--- config.mk ---
export PLATFORM = sky130hd
export DESIGN_NAME = uart_frame_tx
export DESIGN_NICKNAME = d
export VERILOG_FILES = /design/src/rtl/uart_frame_tx.sv
export SDC_FILE = /design/constraint.sdc
export NUM_CORES = 1
export LEC_CHECK = 0
export ABC_AREA = 1
export BUFFER_PORTS_ARGS = -buffer_cell sky130_fd_sc_hd__clkbuf_2
export CAP_MARGIN = 20
export CELL_PAD_IN_SITES_DETAIL_PLACEMENT = 1
export CELL_PAD_IN_SITES_GLOBAL_PLACEMENT = 2
export CORE_MARGIN = 2
export CORE_UTILIZATION = 30
export DETAILED_ROUTE_END_ITERATION = 12
export MAX_ROUTING_LAYER = met4
export PLACE_DENSITY_LB_ADDON = 0.1
export SYNTH_ARGS = -nofsm -noshare
export SYNTH_HDL_FRONTEND = slang
export SYNTH_SLANG_ARGS = --single-unit
--- constraint.sdc ---
create_clock -name clk -period 2.6 [get_ports clk]
set_clock_uncertainty 0.15 [all_clocks]
set_input_delay 0.13 -clock clk [delete_from_list [all_inputs] [get_ports clk]]
set_output_delay 0.13 -clock clk [all_outputs]
set_load 0.01 [all_outputs]
--- src/rtl/uart_frame_tx.sv ---
// Serial UART transmitter for a fixed-format numeric frame: BCD digits with an
// optional decimal point, then a unit character and an optional line feed.
module uart_frame_tx #(
  parameter int         CLK_HZ    = 50000000,
  parameter int         BAUD      = 9600,
  parameter int         N_DIGITS  = 4,
  parameter int         DP_POS    = 1,
  parameter logic [7:0] UNIT_CHAR = 8'h56,
  parameter int         LF_EN     = 1,
  parameter int         PARITY    = 0,
  parameter int         STOP_BITS = 1
) (
  input  logic                  clk,
  input  logic                  rst,
  input  logic                  start,
  input  logic [4*N_DIGITS-1:0] digits,
  output logic                  txd,
  output logic                  busy,
  output logic                  done
);

  localparam int DIV      = (CLK_HZ + BAUD / 2) / BAUD;
  localparam int CW       = (DIV > 1) ? $clog2(DIV) : 1;
  localparam int UNIT_IDX = N_DIGITS + ((DP_POS > 0) ? 1 : 0);
  localparam int N_CHARS  = UNIT_IDX + 1 + ((LF_EN != 0) ? 1 : 0);

  localparam logic [CW-1:0] BAUD_LAST = CW'(DIV - 1);
  localparam logic [3:0]    LAST_CHAR = 4'(N_CHARS - 1);
  localparam logic [2:0]    LAST_STOP = 3'(STOP_BITS - 1);

  typedef enum logic [2:0] {
    IDLE       = 3'd0,
    START_BIT  = 3'd1,
    DATA_BITS  = 3'd2,
    PARITY_BIT = 3'd3,
    STOP_BIT   = 3'd4
  } state_t;

  function automatic logic [7:0] digit_char(input logic [3:0] nib);
    if (nib <= 4'd9) begin
      return 8'h30 + {4'h0, nib};
    end else begin
      return 8'h3F;
    end
  endfunction

  // Character at position idx of the frame, built from the latched digit word.
  function automatic logic [7:0] char_at(input logic [3:0] idx,
                                         input logic [4*N_DIGITS-1:0] d);
    logic [7:0] c;
    int         i;
    int         dig;
    i   = int'(idx);
    c   = 8'h3F;
    dig = i;
    if ((DP_POS > 0) && (i == DP_POS)) begin
      c = 8'h2E;
    end else if (i == UNIT_IDX) begin
      c = UNIT_CHAR;
    end else if (i > UNIT_IDX) begin
      c = 8'h0A;
    end else begin
      if ((DP_POS > 0) && (i > DP_POS)) begin
        dig = i - 1;
      end else begin
        dig = i;
      end
      for (int k = 0; k < N_DIGITS; k++) begin
        if (k == dig) begin
          c = digit_char(d[4*(N_DIGITS-1-k) +: 4]);
        end else begin
          c = c;
        end
      end
    end
    return c;
  endfunction

  function automatic logic parity_bit(input logic [7:0] data);
    if (PARITY == 1) begin
      return ~^data;
    end else begin
      return ^data;
    end
  endfunction

  state_t                state_r, state_s;
  logic [CW-1:0]         baud_r, baud_s;
  logic [2:0]            bit_r, bit_s;
  logic [3:0]            idx_r, idx_s;
  logic [7:0]            char_r, char_s;
  logic [4*N_DIGITS-1:0] digits_r, digits_s;
  logic                  txd_r, txd_s;
  logic                  busy_r, busy_s;
  logic                  done_r, done_s;
  logic                  baud_last_s;

  assign baud_last_s = (baud_r == BAUD_LAST);

  // Next-state, counter and line-level logic; outputs are registered below.
  always_comb begin
    state_s  = state_r;
    baud_s   = baud_r;
    bit_s    = bit_r;
    idx_s    = idx_r;
    char_s   = char_r;
    digits_s = digits_r;
    done_s   = 1'b0;
    case (state_r)
      IDLE: begin
        if (start) begin
          state_s  = START_BIT;
          baud_s   = '0;
          bit_s    = 3'd0;
          idx_s    = 4'd0;
          digits_s = digits;
          char_s   = char_at(4'd0, digits);
        end else begin
          state_s = IDLE;
        end
      end
      START_BIT: begin
        if (baud_last_s) begin
          state_s = DATA_BITS;
          baud_s  = '0;
          bit_s   = 3'd0;
        end else begin
          baud_s = baud_r + CW'(1);
        end
      end
      DATA_BITS: begin
        if (baud_last_s) begin
          baud_s = '0;
          if (bit_r == 3'd7) begin
            bit_s = 3'd0;
            if (PARITY != 0) begin
              state_s = PARITY_BIT;
            end else begin
              state_s = STOP_BIT;
            end
          end else begin
            bit_s = bit_r + 3'd1;
          end
        end else begin
          baud_s = baud_r + CW'(1);
        end
      end
      PARITY_BIT: begin
        if (baud_last_s) begin
          state_s = STOP_BIT;
          baud_s  = '0;
          bit_s   = 3'd0;
        end else begin
          baud_s = baud_r + CW'(1);
        end
      end
      STOP_BIT: begin
        if (baud_last_s) begin
          baud_s = '0;
          if (bit_r == LAST_STOP) begin
            bit_s = 3'd0;
            if (idx_r == LAST_CHAR) begin
              state_s = IDLE;
              idx_s   = 4'd0;
              done_s  = 1'b1;
            end else begin
              state_s = START_BIT;
              idx_s   = idx_r + 4'd1;
              char_s  = char_at(idx_r + 4'd1, digits_r);
            end
          end else begin
            bit_s = bit_r + 3'd1;
          end
        end else begin
          baud_s = baud_r + CW'(1);
        end
      end
      default: begin
        state_s = IDLE;
        baud_s  = '0;
        bit_s   = 3'd0;
        idx_s   = 4'd0;
      end
    endcase

    // Line level follows the state being entered so txd is a clean flop output.
    case (state_s)
      IDLE:       txd_s = 1'b1;
      START_BIT:  txd_s = 1'b0;
      DATA_BITS:  txd_s = char_s[bit_s];
      PARITY_BIT: txd_s = parity_bit(char_s);
      STOP_BIT:   txd_s = 1'b1;
      default:    txd_s = 1'b1;
    endcase
    busy_s = (state_s != IDLE);
  end

  // State, counters, latched frame data and registered outputs.
  always_ff @(posedge clk) begin
    if (rst) begin
      state_r  <= IDLE;
      baud_r   <= '0;
      bit_r    <= 3'd0;
      idx_r    <= 4'd0;
      char_r   <= 8'h00;
      digits_r <= '0;
      txd_r    <= 1'b1;
      busy_r   <= 1'b0;
      done_r   <= 1'b0;
    end else begin
      state_r  <= state_s;
      baud_r   <= baud_s;
      bit_r    <= bit_s;
      idx_r    <= idx_s;
      char_r   <= char_s;
      digits_r <= digits_s;
      txd_r    <= txd_s;
      busy_r   <= busy_s;
      done_r   <= done_s;
    end
  end

  assign txd  = txd_r;
  assign busy = busy_r;
  assign done = done_r;

endmodule

Word-level counts from Yosys, hierarchy flattened

Index checks and enable logic that the tools add are counted.

Flip-flop bits (word level): 50
Output and inout port bits: 3

$add $sub $neg: 12
Order comparisons: 11
Eq/ne operators: 21
Muxes and demuxes: 62
Bitwise operators: 4
Reductions and logical operators: 12

Operator list:

| kind                                                            | number |
|---|---|
| 32-bit two-way mux                                              | 10 |
| 3-bit by 32-bit == test with 1-bit output, first input constant | 4 |
| 8-bit two-way mux                                               | 15 |
| 2-bit by 32-bit == test with 1-bit output, first input constant | 2 |
| 32-bit logical NOT                                              | 2 |
| 6-bit by 4-bit adder with 7-bit output, first input constant    | 8 |
| 7-bit two-way mux                                               | 8 |
| 3-bit two-way mux                                               | 12 |
| 4-bit <= comparator, second input constant                      | 8 |
| 13-bit two-way mux                                              | 2 |
| 13-bit one-hot mux with 2 select lines                          | 1 |
| 4-bit two-way mux                                               | 4 |
| 8-bit one-hot mux with 2 select lines                           | 1 |
| 3-bit one-hot mux with 5 select lines                           | 1 |
| 13-bit by 1-bit adder with 13-bit output, second input constant | 1 |
| 13-bit == test, second input constant                           | 1 |
| 3-bit by 2-bit == test with 1-bit output, second input constant | 4 |
| 3-bit one-hot mux with 4 select lines                           | 1 |
| 4-bit one-hot mux with 3 select lines                           | 1 |
| 4-bit OR reduction                                              | 2 |
| 8-bit parity                                                    | 1 |
| 3-bit by 1-bit == test with 1-bit output, second input constant | 2 |
| 3-bit == test, second input constant                            | 2 |
| 3-bit logical NOT                                               | 2 |
| 19 further kinds                                                | 27 |

Logic depth before layout (Yosys ltp)

Gate-level depths: netlist of the first run.

Depth after elaboration: 25
Mapped depth: 25
Depth with buffers taken out: 25

Worst setup path after synthesis of the first run

No wires, ideal clock.

Path type: flip-flop to flip-flop
From: register idx_r[0]
To: register txd_r (netlist: txd)
Setup time: 0.120 ns
Data arrival time: 2.360 ns
Data required time: 2.330 ns
Path slack: -0.030 ns
Stages on the path, launching flop included: 25
Path through: dfxtp_1 inv_2 ha_1 nor2_2 nand3_2 nand2_2 nand2_4 a21oi_4 nand2_2 a21oi_1 nor2_1 nand2_1 nand2_1 nand2_1 nand2_1 nand2_1 nand2_1 nand2_1 nand2_1 inv_2 nand2_1 nand2_1 nand2_1 nand3_1 nand3_1

Word-level cells in the longest chain between the ends: 25
Elaborated cells between the ends (all ways): 41
Those cells by class: 2 x add/sub; 2 x order compare; 9 x eq/ne; 26 x mux; 2 x reduce/logical

RTL lines:

| what                                                                                                         | RTL line | source |
|---|---|---|
| from (decl)                                                                                                  | 90       | `logic [3:0] idx_r, idx_s;` |
| from (signal assigned)                                                                                       | 214      | `idx_r <= idx_s;` |
| 4-bit by 1-bit adder with 4-bit output                                                                       | 169      | `char_s = char_at(idx_r + 4'd1, digits_r);` |
| 4-bit by 1-bit subtractor with 5-bit output or 4-bit by 1-bit > comparator with 1-bit output (tied branches) | 64, 63   |  |
| 32-bit two-way mux                                                                                           | 63       | `if ((DP_POS > 0) && (i > DP_POS)) begin` |
| 32-bit two-way mux                                                                                           | 60       | `end else if (i > UNIT_IDX) begin` |
| 32-bit two-way mux                                                                                           | 58       | `end else if (i == UNIT_IDX) begin` |
| 32-bit two-way mux                                                                                           | 56       | `if ((DP_POS > 0) && (i == DP_POS)) begin` |
| 32-bit two-way mux                                                                                           | 162      | `if (idx_r == LAST_CHAR) begin` |
| 32-bit two-way mux                                                                                           | 160      | `if (bit_r == LAST_STOP) begin` |
| [... 9 more ...]                                                                                             | --       |  |
| 8-bit two-way mux                                                                                            | 56       |  |
| 8-bit two-way mux                                                                                            | 162      |  |
| 8-bit two-way mux                                                                                            | 160      |  |
| 8-bit two-way mux                                                                                            | 158      | `if (baud_last_s) begin` |
| 8-bit one-hot mux with 2 select lines                                                                        | 109      | `case (state_r)` |
| 1-bit binary-select mux with 3-bit select                                                                    | 190      | `DATA_BITS: txd_s = char_s[bit_s];` |
| 1-bit two-way mux (not written as such)                                                                      | 190      |  |
| 1-bit one-hot mux with 3 select lines *                                                                      | 187      | `case (state_s)` |
| to (signal assigned)                                                                                         | 217      | `txd_r <= txd_s;` |
| to (decl)                                                                                                    | 93       | `logic txd_r, txd_s;` |

Mark *: on every way between the ends. The rest lies on a longest branch, timed or not. The select of a mux whose other input is x is not followed.
A chain may end at the register's enable or synchronous reset.

Worst setup path in the final report of the first run

From: register idx_r[1]
To: register txd_r (netlist: txd)

The elaborated chain is that of the path after synthesis.

==> results of run 1 <==
## cells by family (layout without fill, tap and decap cells)
group | after synthesis | in the layout | synth area share (%)
AO/OA/AOI/OAI | 106 | 106 | 19.9
XOR/XNOR | 5 | 5 | 1.40
adder cells (fa/ha/maj) | 8 | 8 | 3.19
buffers and inverters | 81 | 158 | 9.94
flip-flops | 50 | 50 | 31.9
AND/OR/NAND/NOR | 236 | 236 | 33.7
## through the flow
step | cells | TNS [ps] | worst slack (ps)
after floorplan | 486 | 0 | 38.6
final | 699 | -53.2 | -53.2
after global placement | 671 | -107 | -107
after CTS | 698 | -113 | -113
after detailed placement | 671 | -136 | -136
after global routing | 699 | -333 | -333
## flip-flops by register name, summed over array words and instances, names as in the netlist, 3 cells and up
register and count:
baud_r 13, idx_r 4, char_r 8, state_r 3, digits_r 16, bit_r 3
## routing by layer
metal	track usage [%]	vias to the layer above
met5	-	-
met4	5.36	0
met3	2.88	14
met2	31.6	28
met1	25.4	1607
li1	-	1750
## synthesized netlist by cell type, drive strengths merged (6+ instances only)
library cell / instances / share of area (%)
dfxtp: 50 / 32
o21ai: 31 / 4.9
nor2: 71 / 9.3
ha: 8 / 3.2
clkbuf: 7 / 0.84
nand2: 112 / 14
a21oi: 53 / 8.9
nand4: 11 / 2.2
a211oi: 6 / 1.4
nor3: 9 / 1.4
nand3: 24 / 4.2
inv: 69 / 8.3
## power groups by stage
stage	combinational, mW	sequential (mW)	clock [mW]
6_report	0.615	0.839	0.561
3_3_place_gp	0.533	0.853	0
5_1_grt	0.700	0.844	0.602
2_1_floorplan	0.366	0.847	0
3_5_place_dp	0.541	0.855	0
4_1_cts	0.595	0.838	0.584
## area by class of cell
type                       count  area [um^2]
fill                        1341         6130
multi-input combinational    355         1950
sequential                    50         1010
timing repair buffer          80          598
inverter                      70          268
tap                          136          170
clock buffer                   8          110
## worst max-delay path, cell delays in order (launching register included)
cell     delay, ps
dfxtp_2        360
buf_6          120
ha_4           160
inv_4           40
nand2_4         80
nand3_4         80
nand2_4         90
nand2_4         60
a21oi_4        230
buf_4          150
nand4_1         80
nand2_1         70
nand2_1         50
nand2_1         70
nand2_1         60
nand2_1         80
nand2_1         70
nand2_2         90
nand2_1         70
nand2_2         80
inv_2           30
nand2_1         70
nand3_1         70
nand3_1         80
nand3_1         60
## final timing paths
path	startpoint	slack, ps	end
max	idx_r[1]$_SDFFE_PP0P_	-50	txd$_SDFF_PP1_
min	start	80	digits_r[14]$_SDFFE_PP0P_
max reg2reg	idx_r[1]$_SDFFE_PP0P_	-50	txd$_SDFF_PP1_
min reg2reg	digits_r[15]$_SDFFE_PP0P_	320	digits_r[15]$_SDFFE_PP0P_
## repair_timing
item / 4_1_cts / 5_1_grt
pin swaps: 8 / 18
hold buffers: 17 / 0
resized for setup: 18 / 22
setup buffers: 2 / 1
hold endpoints to repair: 18 / 0
setup endpoints to repair: 1 / 6
==> flow_metrics.py, run 1 <==
metrics = {
    "outcome": {
        "status": "finished with violations",
        "failed_checks": "setup timing",
    },
    "placed_design": {
        "hpwlAfterDp_um": 7770,
        "gp_congestion": 0.757,
        "port_buffers": 21,
        "place_area_um2": 3660,
    },
    "timing": {
        "setup_viol": 1,
        "fmax_ghz": 0.377,
        "worst_slew_margin_rel_pct": 68.4,
        "min_period_ps": 2650,
        "whs_ps": 83.9,
        "rsz0062_at_grt": "true",
        "post-route-period-util_pct": 102,
        "slew_viol_final": 0,
        "tightestPinTransition_ps": 473,
        "hold_viol": 0,
        "fin_ws_ps": -53.2,
    },
    "yosys": {
        "synth_area_um2": 3140,
        "seq_area_frac_synth_pct": 31.9,
        "synthArstFlopShare_pct": 0,
        "ys_ff_latch": 50,
        "syn_avg_cell_area_um2": 6.45,
        "yosysWarnings": 0,
        "synth-main-ff-cell": "dfxtp_1",
        "syn-num-nets": 513,
        "synth_cell_types": 44,
        "synth_edf_count": 0,
        "netlist_instances": 486,
    },
    "clock_tree": {
        "clk_pin_slew_worst_paths_ps": 100,
        "numCtsBuffers": 5,
        "clock_path_buffers": 2,
        "worstSkewPairLatency_ps": 310,
        "cts-root-buf": "clkbuf_8",
        "cts_tree": "done",
        "cts.htree.levels": 2,
        "clock-sinks": 50,
    },
    "route": {
        "finalWirelength_um": 10100,
        "wl_per_cell_um": 14.5,
        "dr_wl_met2_um": 4590,
        "drtAntennaViolNets": 0,
        "wl_met1_um": 5150,
        "top_layer_used": "met4",
        "drt_first_pass_iters": 4,
        "dr_total_vias": 3399,
        "vias_per_cell": 4.86,
        "drc": 0,
        "drt-initial-drc-count": 96,
        "routed-wl-met3_um": 198,
    },
    "power": {
        "leakage_nw": 1.77,
        "p_int_mw": 1.33,
        "sequentialPowerShare_pct": 41.6,
        "clockPowerShare_pct": 27.8,
        "switchingPower_mw": 0.686,
        "p_total_mw": 2.01,
        "p_sw_share_pct": 34.1,
        "comb_power_share_pct": 30.5,
        "ir_drop_v": 0.000261,
        "power-per-cell-area_nw_per_um2": 491,
    },
    "floorplanning": {
        "start_util_pct": 30.6,
        "fp.dieH_um": 106,
        "die_w_um": 106,
        "core_area_um2": 10200,
        "die_area_um2": 11300,
        "ios": 22,
        "rows": 37,
    },
    "global_routing": {
        "grt_max_degree": 25,
        "overflow": 0,
        "grt_usage_pct": 19.5,
        "grt_pass1_vias": 3430,
        "grt_pass1_wl_um": 16900,
        "antenna_found_initial": 0,
    },
    "critical_path": {
        "cp-start-kind": "register",
        "cp.arrival_ps": 2720,
        "cp.required_ps": 2670,
        "crit_fanout": 5,
        "path_class": "reg2reg",
        "reg2reg_depth": 24,
        "endpoint_kind": "register",
    },
    "final_layout": {
        "area_growth_pct": 30.9,
        "num_antenna_cells": 0,
        "final_cell_mix": "92 x nand2_1, 64 x nor2_1, 51 x inv_1, 50 x a21oi_1, 45 x dfxtp_1",
        "drive_above_1_share_pct": 24.0,
        "final_nets": 589,
        "stdcell_area_um2": 4100,
        "postLayoutCoreUtil_pct": 40.1,
        "final_common_cell": "nand2_1",
    },
    "worst_hold_path": {
        "min_path_cells": 5,
        "min_path_type": "in2reg",
    },
    "run": {
        "cap_violations": 0,
    },
}
(Power assumes the default switching activity.)
==> run 2: changes to the inputs <==
Settings changed: CORE_ASPECT_RATIO set to 1.75.
==> run 2 against run 1 <==
Effect of this change: the flow still finishes with violations (setup timing); sequential cell count unchanged; utilization increased by 2.2 points; maximum frequency decreased by 1.0%; power increased by 12%; largest power group unchanged; highest routed layer unchanged.
==> flow_metrics.py, run 2 (synthesized netlist as in run 1, its figures left out) <==
metrics = {
    "critical_path": {
        "cp.arrival_ps": 2720,
        "crit_cells": 22,
        "crit_fanout": 4,
        "critical_path_buf_inv_count": 3,
        "cp-start-kind": "register",
        "cpPeakStageDelay_ps": 390,
        "crit_family": "simple AND/OR/NAND/NOR gates",
        "path_cells": "inv_4 > ha_4 > nor2_4 > nand3_2 > nand2_4 > nand2_4 > a21oi_4 > buf_6 > nand3_4 > buf_6 > a21oi_4 > nor3_2 > nand2_2 > nand2_2 > a21oi_2 > nand2_1 > nand2_1 > nand2_1 > nand2_1 > nand2_1 > nand3_1 > nand3_1",
        "cp_slowest_cell": "dfxtp_4",
        "endpoint_kind": "register",
        "path_class": "reg2reg",
        "cp.required_ps": 2640,
        "cpMostUsedCell": "nand2_1",
        "reg2reg_depth": 22,
    },
    "global_routing": {
        "overflow": 0,
        "grt_pass1_vias": 3818,
        "antenna_found_initial": 0,
        "busiest_layer": "met2",
        "grt_max_degree": 25,
        "use_met2_pct": 45.4,
        "grt_usage_pct": 22.4,
        "grt_use_met3_pct": 2.33,
        "met1_usage_pct": 19.3,
        "grt_pass1_wl_um": 18700,
    },
    "timing": {
        "tightestPinTransition_ps": 662,
        "fin_setup_tns_ps": -80.4,
        "post-route-period-util_pct": 103,
        "slew_viol_final": 0,
        "min_period_ps": 2680,
        "worst_slew_margin_rel_pct": 55.9,
        "rsz0062_at_grt": "true",
        "fmax_ghz": 0.373,
        "whs_ps": 87.1,
        "hold_viol": 0,
        "setup_viol": 1,
        "fin_ws_ps": -80.4,
    },
    "worst_hold_path": {
        "min_path_cells": 3,
        "min_path_type": "in2reg",
    },
    "clock_tree": {
        "cts_tree": "done",
        "worstSkewPairLatency_ps": 300,
        "numCtsBuffers": 5,
        "clk_pin_slew_worst_paths_ps": 70,
        "clock-sinks": 50,
        "clock_path_buffers": 2,
        "cts-root-buf": "clkbuf_16",
        "cts.htree.levels": 2,
    },
    "outcome": {
        "status": "finished with violations",
        "failed_checks": "setup timing",
    },
    "placed_design": {
        "place_area_um2": 3800,
        "port_buffers": 21,
        "dp.cells": 681,
        "hpwlAfterDp_um": 9200,
        "gp_congestion": 0.852,
    },
    "floorplanning": {
        "die_w_um": 81.3,
        "ios": 22,
        "rows": 49,
        "fp.dieH_um": 139,
        "core_area_um2": 10200,
        "start_util_pct": 30.6,
        "die_area_um2": 11300,
    },
    "final_layout": {
        "largest_register": "digits_r",
        "seq_area_um2": 1010,
        "stdcell_area_um2": 4340,
        "final_nets": 610,
        "final_cells": 711,
        "drive_above_1_share_pct": 28.8,
        "num_antenna_cells": 0,
        "final_common_cell": "nand2_1",
        "largest_register_ffs": 16,
        "final_cell_mix": "87 x nand2_1, 61 x nor2_1, 60 x buf_4, 53 x inv_1, 48 x a21oi_1",
        "multiInputGateArea_um2": 1980,
        "area_growth_pct": 38.3,
        "postLayoutCoreUtil_pct": 42.3,
        "top_regs": "digits_r: 16 flops, baud_r: 13 flops, char_r: 8 flops",
        "fillCellCount": 1323,
    },
    "route": {
        "finalWirelength_um": 11700,
        "wl_per_cell_um": 16.5,
        "drc": 0,
        "dr_total_vias": 3528,
        "drt-initial-drc-count": 79,
        "drtAntennaViolNets": 0,
        "vias_per_cell": 4.96,
        "drt_first_pass_iters": 4,
    },
    "power": {
        "power-per-cell-area_nw_per_um2": 519,
        "leakage_nw": 1.90,
        "ir_drop_v": 0.000254,
    },
    "run": {
        "cap_violations": 0,
    },
}
==> run 2: through the flow <==
step / worst slack (ps) / power [mW]
after floorplan: 38.6 / 1.21
after global placement: -145 / 1.44
after detailed placement: -239 / 1.45
after CTS: -147 / 2.24
after global routing: -281 / 2.38
final: -80.4 / 2.25
==> run 2: final cells by class <==
class	instances	share of cell area [%]
sequential	50	23.2
inverter	70	6.18
clock inverter	2	0.289
tap	127	3.67
multi-input combinational	355	45.7
timing repair buffer	101	17.8
clock buffer	6	3.20
==> run 2: path summary, 6_finish.rpt <==
path,from,to,slack (ps)
worst max-delay path,idx_r[0]$_SDFFE_PP0P_,txd$_SDFF_PP1_,-80
worst min-delay path,digits[1],digits_r[1]$_SDFFE_PP0P_,90
worst max register to register,idx_r[0]$_SDFFE_PP0P_,txd$_SDFF_PP1_,-80
worst min register to register,digits_r[15]$_SDFFE_PP0P_,digits_r[15]$_SDFFE_PP0P_,320
==> run 2: where the power goes <==
group	switching [mW]	internal [mW]	leakage, nW	total [mW]
Clock	0.326	0.383	0.0729	0.709
Combinational	0.409	0.293	1.42	0.702
Sequential	0.0324	0.808	0.411	0.841
==> run 2: repair_timing <==
item	4_1_cts	5_1_grt
buffers inserted	3	4
resized for setup	24	27
endpoints found under the hold margin	15	0
setup endpoints to repair	1	2
hold buffers	15	0
pin swaps	21	22
==> run 2: metal layers <==
metal	up-vias	share of wire [%]	wire, um
li1	1778	-	-
met1	1697	34	3950
met2	33	61	7130
met3	20	1.2	141
met4	0	4.3	507
met5	-	0	0
==> run 2: worst reg2reg max path: stages, from the launching register on <==
cell,delay (ps)
dfxtp_4,390
inv_4,50
ha_4,220
nor2_4,80
nand3_2,90
nand2_4,100
nand2_4,70
a21oi_4,190
buf_6,130
nand3_4,80
buf_6,130
a21oi_4,110
nor3_2,50
nand2_2,50
nand2_2,70
a21oi_2,150
nand2_1,80
nand2_1,90
nand2_1,70
nand2_1,70
nand2_1,50
nand3_1,60
nand3_1,60
==> run 3: changes to the inputs <==
Settings changed: ABC_AREA 1 to 0, CORE_UTILIZATION 30 to 32.
==> run 3 against run 2 <==
Effect of this change: the run still ends with setup timing left; maximum frequency decreased by 13%; power decreased by 15%; clock power increased by 6.9%; highest routed layer unchanged; utilization increased by 5.8 points; critical path type unchanged; sequential power decreased by 2%; register-to-register slack got worse by 380 ps; largest cell class unchanged; largest power group unchanged; first-iteration DRC count increased by 99%; global-route usage increased by 1.3 points.
==> flow_metrics.py, run 3 <==
metrics = {
    "yosys": {
        "synth_commonest_cells": "54 x nand2_1, 50 x dfxtp_1, 45 x nor2_1, 40 x a21oi_1, 16 x clkbuf_1",
        "netlist_instances": 414,
        "synth_top_area_share_pct": 31.3,
        "synth_edf_count": 0,
        "synth.most_common_cell": "nand2_1",
        "synth_cell_types": 73,
        "synth-main-ff-cell": "dfxtp_1",
        "syn_avg_cell_area_um2": 7.73,
        "synth_top_area_cell": "dfxtp_1",
        "syn-num-nets": 441,
        "yosysWarnings": 0,
        "ys_ff_latch": 50,
        "synth_area_leaders": "dfxtp_1 31%, nand2_1 6.3%, a21oi_1 6.3%",
        "synthArstFlopShare_pct": 0,
        "seq_area_frac_synth_pct": 31.3,
        "synth_area_um2": 3200,
    },
    "global_routing": {
        "overflow": 0,
        "grt_pass1_wl_um": 18900,
        "grt_pass1_vias": 3843,
        "grt_usage_pct": 23.7,
        "grt_max_degree": 27,
        "antenna_found_initial": 0,
    },
    "placed_design": {
        "place_area_um2": 4180,
        "gp_congestion": 0.876,
        "port_buffers": 21,
        "hpwlAfterDp_um": 9510,
    },
    "timing": {
        "fmax_ghz": 0.326,
        "fin_ws_ps": -465,
        "setup_viol": 1,
        "whs_ps": 68.3,
        "worst_slew_margin_rel_pct": 70.1,
        "min_period_ps": 3060,
        "slew_viol_final": 0,
        "hold_viol": 0,
        "rsz0062_at_grt": "true",
        "post-route-period-util_pct": 118,
        "tightestPinTransition_ps": 446,
    },
    "route": {
        "vias_per_cell": 5.33,
        "wl_met1_um": 4270,
        "dr_total_vias": 3564,
        "drc": 0,
        "dr_wl_met2_um": 6810,
        "routed-wl-met3_um": 231,
        "drt-initial-drc-count": 157,
        "drtAntennaViolNets": 0,
        "wl_per_cell_um": 17.7,
        "top_layer_used": "met4",
        "finalWirelength_um": 11900,
        "drt_first_pass_iters": 4,
    },
    "final_layout": {
        "fillCellCount": 1214,
        "seq_area_um2": 1010,
        "final_common_cell": "buf_4",
        "num_antenna_cells": 0,
        "final_cell_mix": "105 x buf_4, 54 x nand2_1, 47 x dfxtp_1, 44 x nor2_1, 40 x a21oi_1",
        "area_growth_pct": 47.0,
        "drive_above_1_share_pct": 33.5,
        "stdcell_area_um2": 4710,
        "multiInputGateArea_um2": 2280,
        "final_nets": 571,
        "largest_register": "digits_r",
        "top_regs": "digits_r: 16 flops, baud_r: 13 flops, char_r: 8 flops",
        "largest_register_ffs": 16,
        "postLayoutCoreUtil_pct": 48.1,
    },
    "critical_path": {
        "critical_path_buf_inv_count": 1,
        "path_class": "reg2reg",
        "cp.arrival_ps": 3100,
        "crit_fanout": 5,
        "cp.required_ps": 2640,
        "endpoint_kind": "register",
        "path_cells": "inv_4 > ha_4 > nor3b_4 > o221ai_2 > or2_4 > a311o_1 > a221oi_2 > xnor2_1 > xnor2_2 > xnor2_2 > o311a_1",
        "cpPeakStageDelay_ps": 390,
        "cp_slowest_cell": "dfxtp_4",
        "cpMostUsedCell": "xnor2_2",
        "crit_family": "compound AO/OA/AOI/OAI gates",
        "cp-start-kind": "register",
    },
    "clock_tree": {
        "clock_path_buffers": 2,
        "cts.htree.levels": 2,
        "numCtsBuffers": 5,
        "clock-sinks": 50,
        "worstSkewPairLatency_ps": 300,
        "cts_tree": "done",
        "clk_pin_slew_worst_paths_ps": 60,
        "cts-root-buf": "clkbuf_16",
    },
    "floorplanning": {
        "die_area_um2": 10900,
        "start_util_pct": 32.7,
        "ios": 22,
        "rows": 48,
        "core_area_um2": 9790,
        "fp.dieH_um": 136,
        "die_w_um": 79.6,
    },
    "power": {
        "comb_power_share_pct": 17.6,
        "p_int_mw": 1.41,
        "switchingPower_mw": 0.506,
        "ir_drop_v": 0.000403,
        "power-per-cell-area_nw_per_um2": 408,
        "clockPowerShare_pct": 39.5,
        "p_sw_share_pct": 26.4,
        "leakage_nw": 1.91,
        "sequentialPowerShare_pct": 42.9,
    },
    "outcome": {
        "failed_checks": "setup timing",
        "status": "finished with violations",
    },
    "worst_hold_path": {
        "min_path_type": "in2reg",
    },
    "run": {
        "cap_violations": 0,
    },
}
==> run 3: cell types whose count changed after synthesis, sizes merged, moves of 12 or more <==
cell,before,now
inv,69,9
nand2,112,55
nor2,71,46
o21ai,31,14
nand3,24,10
a21oi,53,40
nand2b,0,13
nor2b,0,12
==> run 3: cells by family after synthesis <==
logic type	Yosys count	share of synthesized area, %
compound gates	102	21.4
flops	50	31.3
mux	4	1.45
simple gates	200	33.0
xor+xnor	20	6.17
buf+inv	30	3.63
fa+ha+maj	8	3.13
==> run 3: final timing paths <==
kind	from	to	slack [ps]	depth (start not counted)
hold reg to reg	digits_r[0]$_SDFFE_PP0P_	digits_r[0]$_SDFFE_PP0P_	310	2
hold / removal	rst	idx_r[2]$_SDFFE_PP0P_	70	2
setup / recovery	idx_r[0]$_SDFFE_PP0P_	txd$_SDFF_PP1_	-460	11
setup reg to reg	idx_r[0]$_SDFFE_PP0P_	txd$_SDFF_PP1_	-460	11
==> run 3: stage by stage <==
stage	setup TNS, ps	std cells	total power [mW]	worst slack [ps]
after floorplan	-404	414	1.01	-404
after global placement	-659	642	1.14	-521
after detailed placement	-854	642	1.14	-614
after CTS	-454	667	1.94	-454
after global routing	-740	669	1.99	-585
final	-465	669	1.92	-465
==> run 3: layout make-up <==
class                   instances  share of cell area (%)
flip-flops and latches         50                    21.4
repair buffers                142                    22.4
inverters                      11                   0.930
well taps                     125                    3.32
clock inverters                 2                   0.824
multi-input cells             334                    48.4
clock buffers                   5                    2.66
==> run 3: power groups by stage <==
stage | clock [mW] | combinational [mW] | sequential (mW)
2_1_floorplan | 0 | 0.175 | 0.836
3_3_place_gp | 0 | 0.297 | 0.840
3_5_place_dp | 0 | 0.300 | 0.841
4_1_cts | 0.775 | 0.340 | 0.823
5_1_grt | 0.792 | 0.369 | 0.826
6_report | 0.758 | 0.338 | 0.822
==> run 3: timing repair <==
item	CTS	global route
pin swaps	5	8
setup endpoints to repair	4	11
hold buffers	16	0
gates resized for setup	15	20
setup buffers	2	6
endpoints found under the hold margin	16	0
==> run 3: per-layer routing <==
layer | global-route usage [%] | vias up
li1 | - | 1744
met1 | 21.2 | 1731
met2 | 46.9 | 52
met3 | 2.99 | 37
met4 | 11.8 | 0
met5 | - | -
